[src/rtl/multicycle_control_fsm_pkg.sv]
// Shared encodings for the multicycle RV32I controller: opcodes, FSM states and datapath selects.
// Pure type/constant package; no logic, no latency, no backpressure.
package multicycle_control_fsm_pkg;

   typedef enum logic [6:0] {
      LOAD        = 7'b0000011,
      I_TYPE_ALU  = 7'b0010011,
      S_TYPE      = 7'b0100011,
      R_TYPE      = 7'b0110011,
      B_TYPE      = 7'b1100011,
      I_TYPE_JALR = 7'b1100111,
      J_TYPE      = 7'b1101111
   } opcode_t;

   typedef enum logic [1:0] {
      LOAD_STORE = 2'b00,
      BRANCH     = 2'b01,
      MATH       = 2'b10
   } alu_op_t;

   typedef enum logic [1:0] {
      IMM_SRC_I_TYPE = 2'b00,
      IMM_SRC_S_TYPE = 2'b01,
      IMM_SRC_B_TYPE = 2'b10,
      IMM_SRC_J_TYPE = 2'b11
   } imm_src_t;

   typedef enum logic [1:0] {
      RES_ALUOUT    = 2'b00,
      RES_MEMDATA   = 2'b01,
      RES_ALURESULT = 2'b10
   } result_src_t;

   typedef enum logic [1:0] {
      SRC_A_PC    = 2'b00,
      SRC_A_OLDPC = 2'b01,
      SRC_A_RS1   = 2'b10
   } alu_src_a_t;

   typedef enum logic [1:0] {
      SRC_B_RS2  = 2'b00,
      SRC_B_IMM  = 2'b01,
      SRC_B_FOUR = 2'b10
   } alu_src_b_t;

   typedef enum logic [3:0] {
      FETCH    = 4'd0,
      DECODE   = 4'd1,
      MEMADR   = 4'd2,
      MEMREAD  = 4'd3,
      MEMWB    = 4'd4,
      MEMWRITE = 4'd5,
      EXEC_R   = 4'd6,
      EXEC_I   = 4'd7,
      ALUWB    = 4'd8,
      BEQ      = 4'd9,
      JALR_ADR = 4'd10,
      JAL      = 4'd11,
      ILLEGAL  = 4'd12
   } state_t;

   localparam logic [2:0] FUN3_BEQ = 3'b000;

   // Per-state control word; pc_update and branch are internal terms folded into pc_write.
   typedef struct packed {
      logic        pc_update;
      logic        branch;
      logic        adr_src;
      logic        mem_write;
      logic        ir_write;
      result_src_t result_src;
      alu_src_a_t  alu_src_a;
      alu_src_b_t  alu_src_b;
      alu_op_t     alu_op;
      logic        reg_write;
      logic        illegal_instr;
      logic        instr_done;
   } ctrl_t;

endpackage

[src/rtl/multicycle_control_fsm_if.sv]
// Controller <-> datapath bundle: instruction fields and zero flag in, enables and selects out.
// Wires only; no latency, no backpressure.
interface multicycle_control_fsm_if;
   import multicycle_control_fsm_pkg::*;

   logic [6:0]  opcode;
   logic [2:0]  funct3;
   logic        zero;
   logic        pc_write;
   logic        adr_src;
   logic        mem_write;
   logic        ir_write;
   result_src_t result_src;
   alu_src_a_t  alu_src_a;
   alu_src_b_t  alu_src_b;
   alu_op_t     alu_op;
   imm_src_t    imm_src;
   logic        reg_write;
   logic        illegal_instr;
   logic        instr_done;
   state_t      state_o;

   modport master (
      input  opcode, funct3, zero,
      output pc_write, adr_src, mem_write, ir_write, result_src, alu_src_a, alu_src_b,
             alu_op, imm_src, reg_write, illegal_instr, instr_done, state_o
   );

   modport slave (
      output opcode, funct3, zero,
      input  pc_write, adr_src, mem_write, ir_write, result_src, alu_src_a, alu_src_b,
             alu_op, imm_src, reg_write, illegal_instr, instr_done, state_o
   );

endinterface

[src/rtl/multicycle_control_fsm_imm_src_decoder.sv]
// Opcode -> immediate format select for the immediate extender.
// Combinational, zero latency; no backpressure.
module imm_src_decoder
   import multicycle_control_fsm_pkg::*;
(
   input  logic [6:0] opcode,
   output imm_src_t   imm_src
);

   always_comb begin
      imm_src = IMM_SRC_I_TYPE;
      case (opcode)
         S_TYPE:  imm_src = IMM_SRC_S_TYPE;
         B_TYPE:  imm_src = IMM_SRC_B_TYPE;
         J_TYPE:  imm_src = IMM_SRC_J_TYPE;
         default: imm_src = IMM_SRC_I_TYPE;
      endcase
   end

endmodule

[src/rtl/multicycle_control_fsm.sv]
// Multicycle RV32I main controller: Moore FSM driving every datapath enable/select (lw 5, sw 4, R/I 4,
// beq 3, jal 4, jalr 5 cycles); outputs decode the state register, pc_write also uses zero; no backpressure.
module multicycle_control_fsm
   import multicycle_control_fsm_pkg::*;
(
   input  logic                    clk,
   input  logic                    rst,
   multicycle_control_fsm_if.master bus
);

   state_t   state_q;
   state_t   state_d;
   ctrl_t    ctrl;
   imm_src_t imm_src;

   imm_src_decoder u_imm_src_decoder (
      .opcode  (bus.opcode),
      .imm_src (imm_src)
   );

   always_ff @(posedge clk) begin
      if (rst) begin
         state_q <= FETCH;
      end else begin
         state_q <= state_d;
      end
   end

   always_comb begin
      ctrl    = '0;
      state_d = FETCH;
      case (state_q)
         FETCH: begin
            ctrl.ir_write   = 1'b1;
            ctrl.alu_src_a  = SRC_A_PC;
            ctrl.alu_src_b  = SRC_B_FOUR;
            ctrl.alu_op     = LOAD_STORE;
            ctrl.result_src = RES_ALURESULT;
            ctrl.pc_update  = 1'b1;
            state_d         = DECODE;
         end
         DECODE: begin
            // Precompute the branch/jal target OldPC+imm while the opcode is decoded.
            ctrl.alu_src_a = SRC_A_OLDPC;
            ctrl.alu_src_b = SRC_B_IMM;
            ctrl.alu_op    = LOAD_STORE;
            case (bus.opcode)
               LOAD, S_TYPE: state_d = MEMADR;
               R_TYPE:       state_d = EXEC_R;
               I_TYPE_ALU:   state_d = EXEC_I;
               J_TYPE:       state_d = JAL;
               B_TYPE:       state_d = (bus.funct3 == FUN3_BEQ) ? BEQ : ILLEGAL;
               I_TYPE_JALR:  state_d = JALR_ADR;
               default:      state_d = ILLEGAL;
            endcase
         end
         MEMADR: begin
            ctrl.alu_src_a = SRC_A_RS1;
            ctrl.alu_src_b = SRC_B_IMM;
            ctrl.alu_op    = LOAD_STORE;
            state_d        = (bus.opcode == LOAD) ? MEMREAD : MEMWRITE;
         end
         MEMREAD: begin
            ctrl.result_src = RES_ALUOUT;
            ctrl.adr_src    = 1'b1;
            state_d         = MEMWB;
         end
         MEMWB: begin
            ctrl.result_src = RES_MEMDATA;
            ctrl.reg_write  = 1'b1;
            ctrl.instr_done = 1'b1;
            state_d         = FETCH;
         end
         MEMWRITE: begin
            ctrl.result_src = RES_ALUOUT;
            ctrl.adr_src    = 1'b1;
            ctrl.mem_write  = 1'b1;
            ctrl.instr_done = 1'b1;
            state_d         = FETCH;
         end
         EXEC_R: begin
            ctrl.alu_src_a = SRC_A_RS1;
            ctrl.alu_src_b = SRC_B_RS2;
            ctrl.alu_op    = MATH;
            state_d        = ALUWB;
         end
         EXEC_I: begin
            ctrl.alu_src_a = SRC_A_RS1;
            ctrl.alu_src_b = SRC_B_IMM;
            ctrl.alu_op    = MATH;
            state_d        = ALUWB;
         end
         ALUWB: begin
            ctrl.result_src = RES_ALUOUT;
            ctrl.reg_write  = 1'b1;
            ctrl.instr_done = 1'b1;
            state_d         = FETCH;
         end
         BEQ: begin
            ctrl.alu_src_a  = SRC_A_RS1;
            ctrl.alu_src_b  = SRC_B_RS2;
            ctrl.alu_op     = BRANCH;
            ctrl.result_src = RES_ALUOUT;
            ctrl.branch     = 1'b1;
            ctrl.instr_done = 1'b1;
            state_d         = FETCH;
         end
         JALR_ADR: begin
            ctrl.alu_src_a = SRC_A_RS1;
            ctrl.alu_src_b = SRC_B_IMM;
            ctrl.alu_op    = LOAD_STORE;
            state_d        = JAL;
         end
         JAL: begin
            // PC takes the target held in ALUOut while the ALU forms OldPC+4 for rd.
            ctrl.alu_src_a  = SRC_A_OLDPC;
            ctrl.alu_src_b  = SRC_B_FOUR;
            ctrl.alu_op     = LOAD_STORE;
            ctrl.result_src = RES_ALUOUT;
            ctrl.pc_update  = 1'b1;
            state_d         = ALUWB;
         end
         ILLEGAL: begin
            ctrl.illegal_instr = 1'b1;
            state_d            = ILLEGAL;
         end
         default: state_d = FETCH;
      endcase
   end

   // Architectural writes are suppressed on the reset cycle so an abandoned instruction leaves no trace.
   assign bus.pc_write      = ~rst & (ctrl.pc_update | (ctrl.branch & bus.zero));
   assign bus.ir_write      = ~rst & ctrl.ir_write;
   assign bus.mem_write     = ~rst & ctrl.mem_write;
   assign bus.reg_write     = ~rst & ctrl.reg_write;
   assign bus.instr_done    = ~rst & ctrl.instr_done;
   assign bus.illegal_instr = ~rst & ctrl.illegal_instr;
   assign bus.adr_src       = ctrl.adr_src;
   assign bus.result_src    = ctrl.result_src;
   assign bus.alu_src_a     = ctrl.alu_src_a;
   assign bus.alu_src_b     = ctrl.alu_src_b;
   assign bus.alu_op        = ctrl.alu_op;
   assign bus.imm_src       = imm_src;
   assign bus.state_o       = state_q;

endmodule

[src/flat_wrapper.sv]
// flat-port wrapper written by rule: the top's interface ports become plain ports
module multicycle_control_fsm_flat import multicycle_control_fsm_pkg::*;
  (clk, rst, bus_opcode, bus_funct3, bus_zero, bus_pc_write, bus_adr_src, bus_mem_write, bus_ir_write, bus_result_src, bus_alu_src_a, bus_alu_src_b, bus_alu_op, bus_imm_src, bus_reg_write, bus_illegal_instr, bus_instr_done, bus_state_o);
  multicycle_control_fsm_if bus_i ();
  input  logic clk;
  input  logic rst;
  input wire logic [$bits(bus_i.opcode)-1:0] bus_opcode;
  input wire logic [$bits(bus_i.funct3)-1:0] bus_funct3;
  input wire logic [$bits(bus_i.zero)-1:0] bus_zero;
  output wire logic [$bits(bus_i.pc_write)-1:0] bus_pc_write;
  output wire logic [$bits(bus_i.adr_src)-1:0] bus_adr_src;
  output wire logic [$bits(bus_i.mem_write)-1:0] bus_mem_write;
  output wire logic [$bits(bus_i.ir_write)-1:0] bus_ir_write;
  output wire logic [$bits(bus_i.result_src)-1:0] bus_result_src;
  output wire logic [$bits(bus_i.alu_src_a)-1:0] bus_alu_src_a;
  output wire logic [$bits(bus_i.alu_src_b)-1:0] bus_alu_src_b;
  output wire logic [$bits(bus_i.alu_op)-1:0] bus_alu_op;
  output wire logic [$bits(bus_i.imm_src)-1:0] bus_imm_src;
  output wire logic [$bits(bus_i.reg_write)-1:0] bus_reg_write;
  output wire logic [$bits(bus_i.illegal_instr)-1:0] bus_illegal_instr;
  output wire logic [$bits(bus_i.instr_done)-1:0] bus_instr_done;
  output wire logic [$bits(bus_i.state_o)-1:0] bus_state_o;
  assign bus_i.opcode = bus_opcode;
  assign bus_i.funct3 = bus_funct3;
  assign bus_i.zero = bus_zero;
  assign bus_pc_write = bus_i.pc_write;
  assign bus_adr_src = bus_i.adr_src;
  assign bus_mem_write = bus_i.mem_write;
  assign bus_ir_write = bus_i.ir_write;
  assign bus_result_src = bus_i.result_src;
  assign bus_alu_src_a = bus_i.alu_src_a;
  assign bus_alu_src_b = bus_i.alu_src_b;
  assign bus_alu_op = bus_i.alu_op;
  assign bus_imm_src = bus_i.imm_src;
  assign bus_reg_write = bus_i.reg_write;
  assign bus_illegal_instr = bus_i.illegal_instr;
  assign bus_instr_done = bus_i.instr_done;
  assign bus_state_o = bus_i.state_o;
  multicycle_control_fsm u_core (.clk(clk), .rst(rst), .bus(bus_i));
endmodule
[config.mk]
export PLATFORM = sky130hd
export DESIGN_NAME = multicycle_control_fsm_flat
export DESIGN_NICKNAME = d
export VERILOG_FILES = /design/src/rtl/multicycle_control_fsm_pkg.sv /design/src/rtl/multicycle_control_fsm_if.sv /design/src/rtl/multicycle_control_fsm_imm_src_decoder.sv /design/src/rtl/multicycle_control_fsm.sv /design/src/flat_wrapper.sv
export SDC_FILE = /design/constraint.sdc
export NUM_CORES = 1
export LEC_CHECK = 0
export BUFFER_PORTS_ARGS = -buffer_cell sky130_fd_sc_hd__buf_2
export CAP_MARGIN = 30
export CORE_MARGIN = 3
export CORE_UTILIZATION = 36
export DETAILED_ROUTE_END_ITERATION = 12
export PLACE_DENSITY_LB_ADDON = 0.1
export SLEW_MARGIN = 20
export SYNTH_ARGS = -nofsm -noshare
export SYNTH_HDL_FRONTEND = slang
export SYNTH_HIERARCHICAL = 1
export SYNTH_SLANG_ARGS = --single-unit
export TNS_END_PERCENT = 10
[constraint.sdc]
create_clock -name clk -period 1.6 [get_ports clk]
set_input_delay 0.32 -clock clk [delete_from_list [all_inputs] [get_ports clk]]
set_output_delay 0.32 -clock clk [all_outputs]
set_load 0.02 [all_outputs]
==> flow_metrics.env, run 1 <==
export IMPL_synth_avg_cell_area_um2=6.62
export IMPL_synth_top_family_by_area="simple AND/OR/NAND/NOR gates"
export IMPL_cts_buffer_depth=2
export IMPL_slew_violations=0
export IMPL_fillers=126
export IMPL_power_density_nw_per_um2=1530
export IMPL_async_flop_share_pct=0
export IMPL_violations="negative setup slack"
export IMPL_num_vias=739
export IMPL_synth_distinct_cells=36
export IMPL_worstMarginPinSlew_ps=426
export IMPL_grt_overflow=0
export IMPL_coreArea_um2=1330
export IMPL_wire_per_inst_um=12.7
export IMPL_clk_pin_slew_ps=40
export IMPL_final_nets=132
export IMPL_cp_end_kind="output pin"
export IMPL_drt_drc_violations_left=0
export IMPL_hold_start="rst"
export IMPL_ant_nets=0
export IMPL_synthSimpleGateAreaFrac_pct=49.8
export IMPL_cp_slowest_stage_delay_ps=390
export IMPL_synthAdderAreaFrac_pct=0
export IMPL_syn_to_final_growth_pct=67.9
export IMPL_hpwl_um=1270
export IMPL_startpoint="u_core/bus.state_o[0]$_SDFF_PP0_"
export IMPL_timing_setup_tns_ps=-340
export IMPL_floorplan_initialDensity_pct=39.2
export IMPL_use_met3_pct=4.88
export IMPL_die_y_um=44.1
export IMPL_hold_slack_ps=359
export IMPL_die_area_um2=1950
export IMPL_drt_initial_drc_count=15
export IMPL_leakagePower_nw=0.405
export IMPL_status="finished with violations"
export IMPL_core_rowCount=13
export IMPL_numCtsBuffers=3
export IMPL_critPathArrivalTime_ps=1390
export IMPL_grt_setup_unrepaired="true"
export IMPL_die_x_um=44.1
export IMPL_synthMuxAreaShare_pct=0
export IMPL_synth_top_flop_cell="dfxtp_1"
export IMPL_synthTopCellsByArea="dfxtp_1 15%, nor2_1 7.9%, a21oi_1 6.7%, xnor2_1 5.0%, nor3_1 4.8%"
export IMPL_cp_slowest_cell="or3_4"
export IMPL_via_per_inst=5.60
export IMPL_r2r_slack_ps=160
export IMPL_critPathMaxFanout=5
export IMPL_cp_start_kind="flip-flop"
export IMPL_synth_xor_area_share_pct=5.02
export IMPL_fmax_mhz=586
export IMPL_gp_congestion=0.823
export IMPL_synth_seq_cells=4
export IMPL_grt_pass1_wl_um=2850
export IMPL_fin_skew_ps=3.79
export IMPL_cts_tree="done"
export IMPL_worstSetupPathType="reg2out"
export IMPL_grt_use_total_pct=19.2
export IMPL_antenna_cells=0
export IMPL_finalHoldViolCount=0
export IMPL_num_io_pins=34
export IMPL_place_port_buffers=33
export IMPL_final_util_pct=65.9
export IMPL_clk_insertion_delay_late_ps=240
export IMPL_synth_compound_area_share_pct=24.9
export IMPL_yosys_area_top_type="dfxtp_1"
export IMPL_top_usage_layer="met2"
export IMPL_grt_max_degree=18
export IMPL_antenna_found_initial=0
export IMPL_timing_rr_start="u_core/bus.state_o[3]$_SDFF_PP0_"
export IMPL_synth_warnings=6
export IMPL_synth_edf_count=0
export IMPL_dr_pass1_iters=6
export IMPL_finalCritPeriodShare_pct=107
export IMPL_seq_area_frac_synth_pct=15.3
export IMPL_synth_nets=92
export IMPL_critPathRequiredTime_ps=1280
export IMPL_grt_pass1_vias=665
export IMPL_min_period_ps=1710
export IMPL_syn_instance_count=79
export IMPL_hold_path_class="in2reg"
export IMPL_totalWireLength_um=1670
export IMPL_holdBufCountCts=0
export IMPL_drv_cap=0
export IMPL_synth_top_area_share_pct=15.3
export IMPL_setup_ws_ps=-106
export IMPL_use_met2_pct=34.6
export IMPL_mostFrequentLayoutCells="29 x buf_2, 8 x buf_4, 8 x nor2_1"
export IMPL_clock_sinks=4
export IMPL_crit_chain="or3_4, a21oi_4, a21oi_1, nor2_2, buf_4"
export IMPL_htreeDepth=1
export IMPL_ir_worst_vdd_v=0.000765
export IMPL_syn_area_um2=523
export IMPL_root_buffer="clkbuf_4"
export IMPL_maxSlewHeadroom_pct=71.4
export IMPL_largest_reg_flops=4
export IMPL_drive_gt1_share_pct=54.7
export IMPL_setup_viol=6
export IMPL_grt_met1_usage_pct=22.7
export IMPL_mostFrequentLayoutCell="buf_2"
==> cells by family after synthesis <==
group	count (synthesis)
XOR/XNOR	3
flip-flops	4
AND/OR/NAND/NOR	45
buffers and inverters	7
AO/OA/AOI/OAI	20
==> synthesized netlist by cell type (all sizes together), types with 2 or more instances <==
cell,count
nor2,11
a21oi,7
clkbuf,5
nor3,5
dfxtp,4
nand2,4
nand2b,3
nor3b,3
or3,3
xnor2,3
a21boi,2
a31oi,2
inv,2
nand3,2
nor2b,2
nor4,2
==> stage by stage <==
stage | cell area, um^2 | setup slack, ps | total power, mW | cells
after floorplan | 576 | -17.4 | 0.831 | 79
after global placement | 797 | -134 | 1.10 | 129
after detailed placement | 797 | -145 | 1.11 | 129
after CTS | 835 | -108 | 1.28 | 132
after global routing | 878 | -206 | 1.46 | 132
final | 878 | -106 | 1.35 | 132
==> timing repair <==
| item | 4_1_cts | 5_1_grt |
|---|---|---|
| pin swaps | 0 | 2 |
| setup buffers | 0 | 0 |
| endpoints found under the setup margin | 11 | 15 |
| resized for setup | 6 | 12 |
==> final timing paths <==
path                                            to  cells after the start
setup / recovery                      bus_pc_write                      5
hold / removal    u_core/bus.state_o[3]$_SDFF_PP0_                      2
setup reg to reg  u_core/bus.state_o[1]$_SDFF_PP0_                      5
hold reg to reg   u_core/bus.state_o[1]$_SDFF_PP0_                      3
==> critical path: cells and delay by family (launching register included) <==
kind	cells	cell delay [ps]
AOI/OAI and AO/OA	2	210
DFF	1	340
buffers and inverters	1	140
and+or+nand+nor	2	460
==> power breakdown <==
part / switching [mW] / internal [mW] / leakage [nW] / total (mW)
clock network: 0.0446 / 0.0841 / 0.0138 / 0.129
logic: 0.575 / 0.459 / 0.356 / 1.03
registers: 0.0446 / 0.139 / 0.0347 / 0.183
total: 0.665 / 0.682 / 0.405 / 1.35
==> per-layer routing <==
metal / vias up / share of wire [%]
li1: 374 / -
met1: 332 / 40
met2: 33 / 50
met3: 0 / 9.5
met4: 0 / 0
met5: - / 0
==> area by class of cell <==
| cell class | instances | area (um^2) | area share (%) |
|---|---|---|---|
| Clock buffer | 3 | 22.5 | 2.56 |
| Inverter | 2 | 7.51 | 0.855 |
| Multi-Input combinational cell | 68 | 494 | 56.3 |
| Sequential cell | 4 | 87.6 | 9.97 |
| Tap cell | 15 | 18.8 | 2.14 |
| Timing Repair Buffer | 40 | 248 | 28.2 |
(Power assumes the default switching activity.)
==> run 2: changes to the inputs <==
--- a/config.mk
+++ b/config.mk
@@ -11,6 +11,8 @@
 export CORE_UTILIZATION = 36
 export DETAILED_ROUTE_END_ITERATION = 12
 export PLACE_DENSITY_LB_ADDON = 0.1
+export RECOVER_POWER = 25
+export SKIP_LAST_GASP = 1
 export SLEW_MARGIN = 20
 export SYNTH_ARGS = -nofsm -noshare
 export SYNTH_HDL_FRONTEND = slang
==> run 2 against run 1 <==
Flip-flop and latch count did not move. Die area did not move. Critical endpoint unchanged. Register-to-register slack got worse by 100 ps. The flow still finishes with violations (negative setup slack). Core utilization fell by 3.0 points. Cell area fell by 4.6%.
==> flow_metrics.env, run 2 (synthesis results as in run 1) <==
export IMPL_status="finished with violations"
export IMPL_violations="negative setup slack"
export IMPL_drive_gt1_share_pct=48.7
export IMPL_leakagePower_nw=0.390
export IMPL_drt_initial_drc_count=9
export IMPL_antenna_cells=0
export IMPL_multiInputGateArea_um2=469
export IMPL_finalCritPeriodShare_pct=107
export IMPL_final_nets=132
export IMPL_clock_sinks=4
export IMPL_min_period_ps=1710
export IMPL_final_seq_area_um2=85.1
export IMPL_dpl_cell_area_um2=797
export IMPL_core_rowCount=13
export IMPL_clk_insertion_delay_late_ps=240
export IMPL_grt_met1_usage_pct=22.7
export IMPL_grt_overflow=0
export IMPL_ir_worst_vdd_v=0.000790
export IMPL_mostFrequentLayoutCell="buf_2"
export IMPL_clk_pin_slew_ps=40
export IMPL_cts_tree="done"
export IMPL_syn_to_final_growth_pct=60.3
export IMPL_num_vias=738
export IMPL_hold_path_class="in2reg"
export IMPL_grt_setup_unrepaired="true"
export IMPL_critPathMaxFanout=5
export IMPL_gp_congestion=0.823
export IMPL_use_met2_pct=34.3
export IMPL_floorplan_initialDensity_pct=39.2
export IMPL_post_cts_setup_buffers=0
export IMPL_fillers=141
export IMPL_hpwl_um=1270
export IMPL_dr_pass1_iters=6
export IMPL_die_x_um=44.1
export IMPL_power_density_nw_per_um2=1540
export IMPL_grt_pass1_vias=662
export IMPL_finalHoldViolCount=0
export IMPL_grt_max_degree=18
export IMPL_drt_drc_violations_left=0
export IMPL_fin_skew_ps=3.63
export IMPL_coreArea_um2=1330
export IMPL_totalWireLength_um=1690
export IMPL_total_power_mw=1.29
export IMPL_fmax_mhz=586
export IMPL_drv_cap=0
export IMPL_cts_buffer_depth=2
export IMPL_via_per_inst=5.59
export IMPL_final_cells=132
export IMPL_top_usage_layer="met2"
export IMPL_die_area_um2=1950
export IMPL_cp_start_kind="flip-flop"
export IMPL_grt_pass1_wl_um=2850
export IMPL_slew_violations=0
export IMPL_mostFrequentLayoutCells="31 x buf_2, 9 x nor2_1, 6 x buf_4, 6 x a21oi_1"
export IMPL_ant_nets=0
export IMPL_final_util_pct=62.9
export IMPL_root_buffer="clkbuf_4"
export IMPL_critPathArrivalTime_ps=1390
export IMPL_worstMarginPinSlew_ps=451
export IMPL_grt_use_total_pct=19.1
export IMPL_use_met3_pct=4.88
export IMPL_hold_slack_ps=356
export IMPL_setup_viol=6
export IMPL_die_y_um=44.1
export IMPL_numCtsBuffers=3
export IMPL_maxSlewHeadroom_pct=69.7
export IMPL_largest_reg_flops=4
export IMPL_num_io_pins=34
export IMPL_critPathRequiredTime_ps=1280
export IMPL_place_port_buffers=33
export IMPL_antenna_found_initial=0
export IMPL_holdBufCountCts=0
export IMPL_place_inst=129
export IMPL_wire_per_inst_um=12.8
export IMPL_worstSetupPathType="reg2out"
export IMPL_fin_area_um2=838
export IMPL_htreeDepth=1
export IMPL_setup_ws_ps=-107
export IMPL_cp_end_kind="output pin"
[run 2: cell types whose count changed in the layout (fill, tap and decap cells not counted), sizes merged]
| cell | delta |
|---|---|
| clkbuf | +1 |
| buf | -1 |
[run 2: final timing paths]
path                                          from                               end  slack (ps)  cells past startpoint
setup reg to reg  u_core/bus.state_o[3]$_SDFF_PP0_  u_core/bus.state_o[1]$_SDFF_PP0_          60                      5
hold reg to reg   u_core/bus.state_o[2]$_SDFF_PP0_  u_core/bus.state_o[1]$_SDFF_PP0_         670                      3
hold / removal                                 rst  u_core/bus.state_o[3]$_SDFF_PP0_         360                      2
setup / recovery  u_core/bus.state_o[0]$_SDFF_PP0_                      bus_pc_write        -110                      5
[run 2: worst max-delay path, cell delays in order, from the launching register on]
cell and delay (ps):
dfxtp_2 340, or3_4 390, a21oi_4 150, a21oi_1 60, nor2_2 70, buf_4 140
[run 2: per-layer routing]
layer  up-vias  part of all wire [%]
met2        33                    49
li1        370                     -
met4         0                  0.24
met5         -                     0
met3         2                   8.6
met1       333                    42
[run 2: timing repair]
| item | CTS | global route |
|---|---|---|
| setup endpoints to repair | 11 | 17 |
| resized for setup | 4 | 2 |
| pin swaps | 0 | 0 |
[run 2: where the power goes]
group	internal, mW	total [mW]	switching [mW]	leakage [nW]
clock network	0.0841	0.128	0.0443	0.0138
registers	0.136	0.180	0.0432	0.0344
logic	0.422	0.985	0.564	0.342
total	0.642	1.29	0.651	0.390
[run 2: through the flow]
stage | worst slack (ps) | setup TNS [ps]
after floorplan | -17.4 | -57.6
after global placement | -134 | -134
after detailed placement | -145 | -145
after CTS | -108 | -461
after global routing | -205 | -1600
final | -107 | -438
[run 2: layout make-up]
class	count	area share (%)
multi-input combinational	68	56.0
timing repair buffer	40	28.1
sequential	4	10.1
clock buffer	3	2.69
tap	15	2.24
inverter	2	0.896
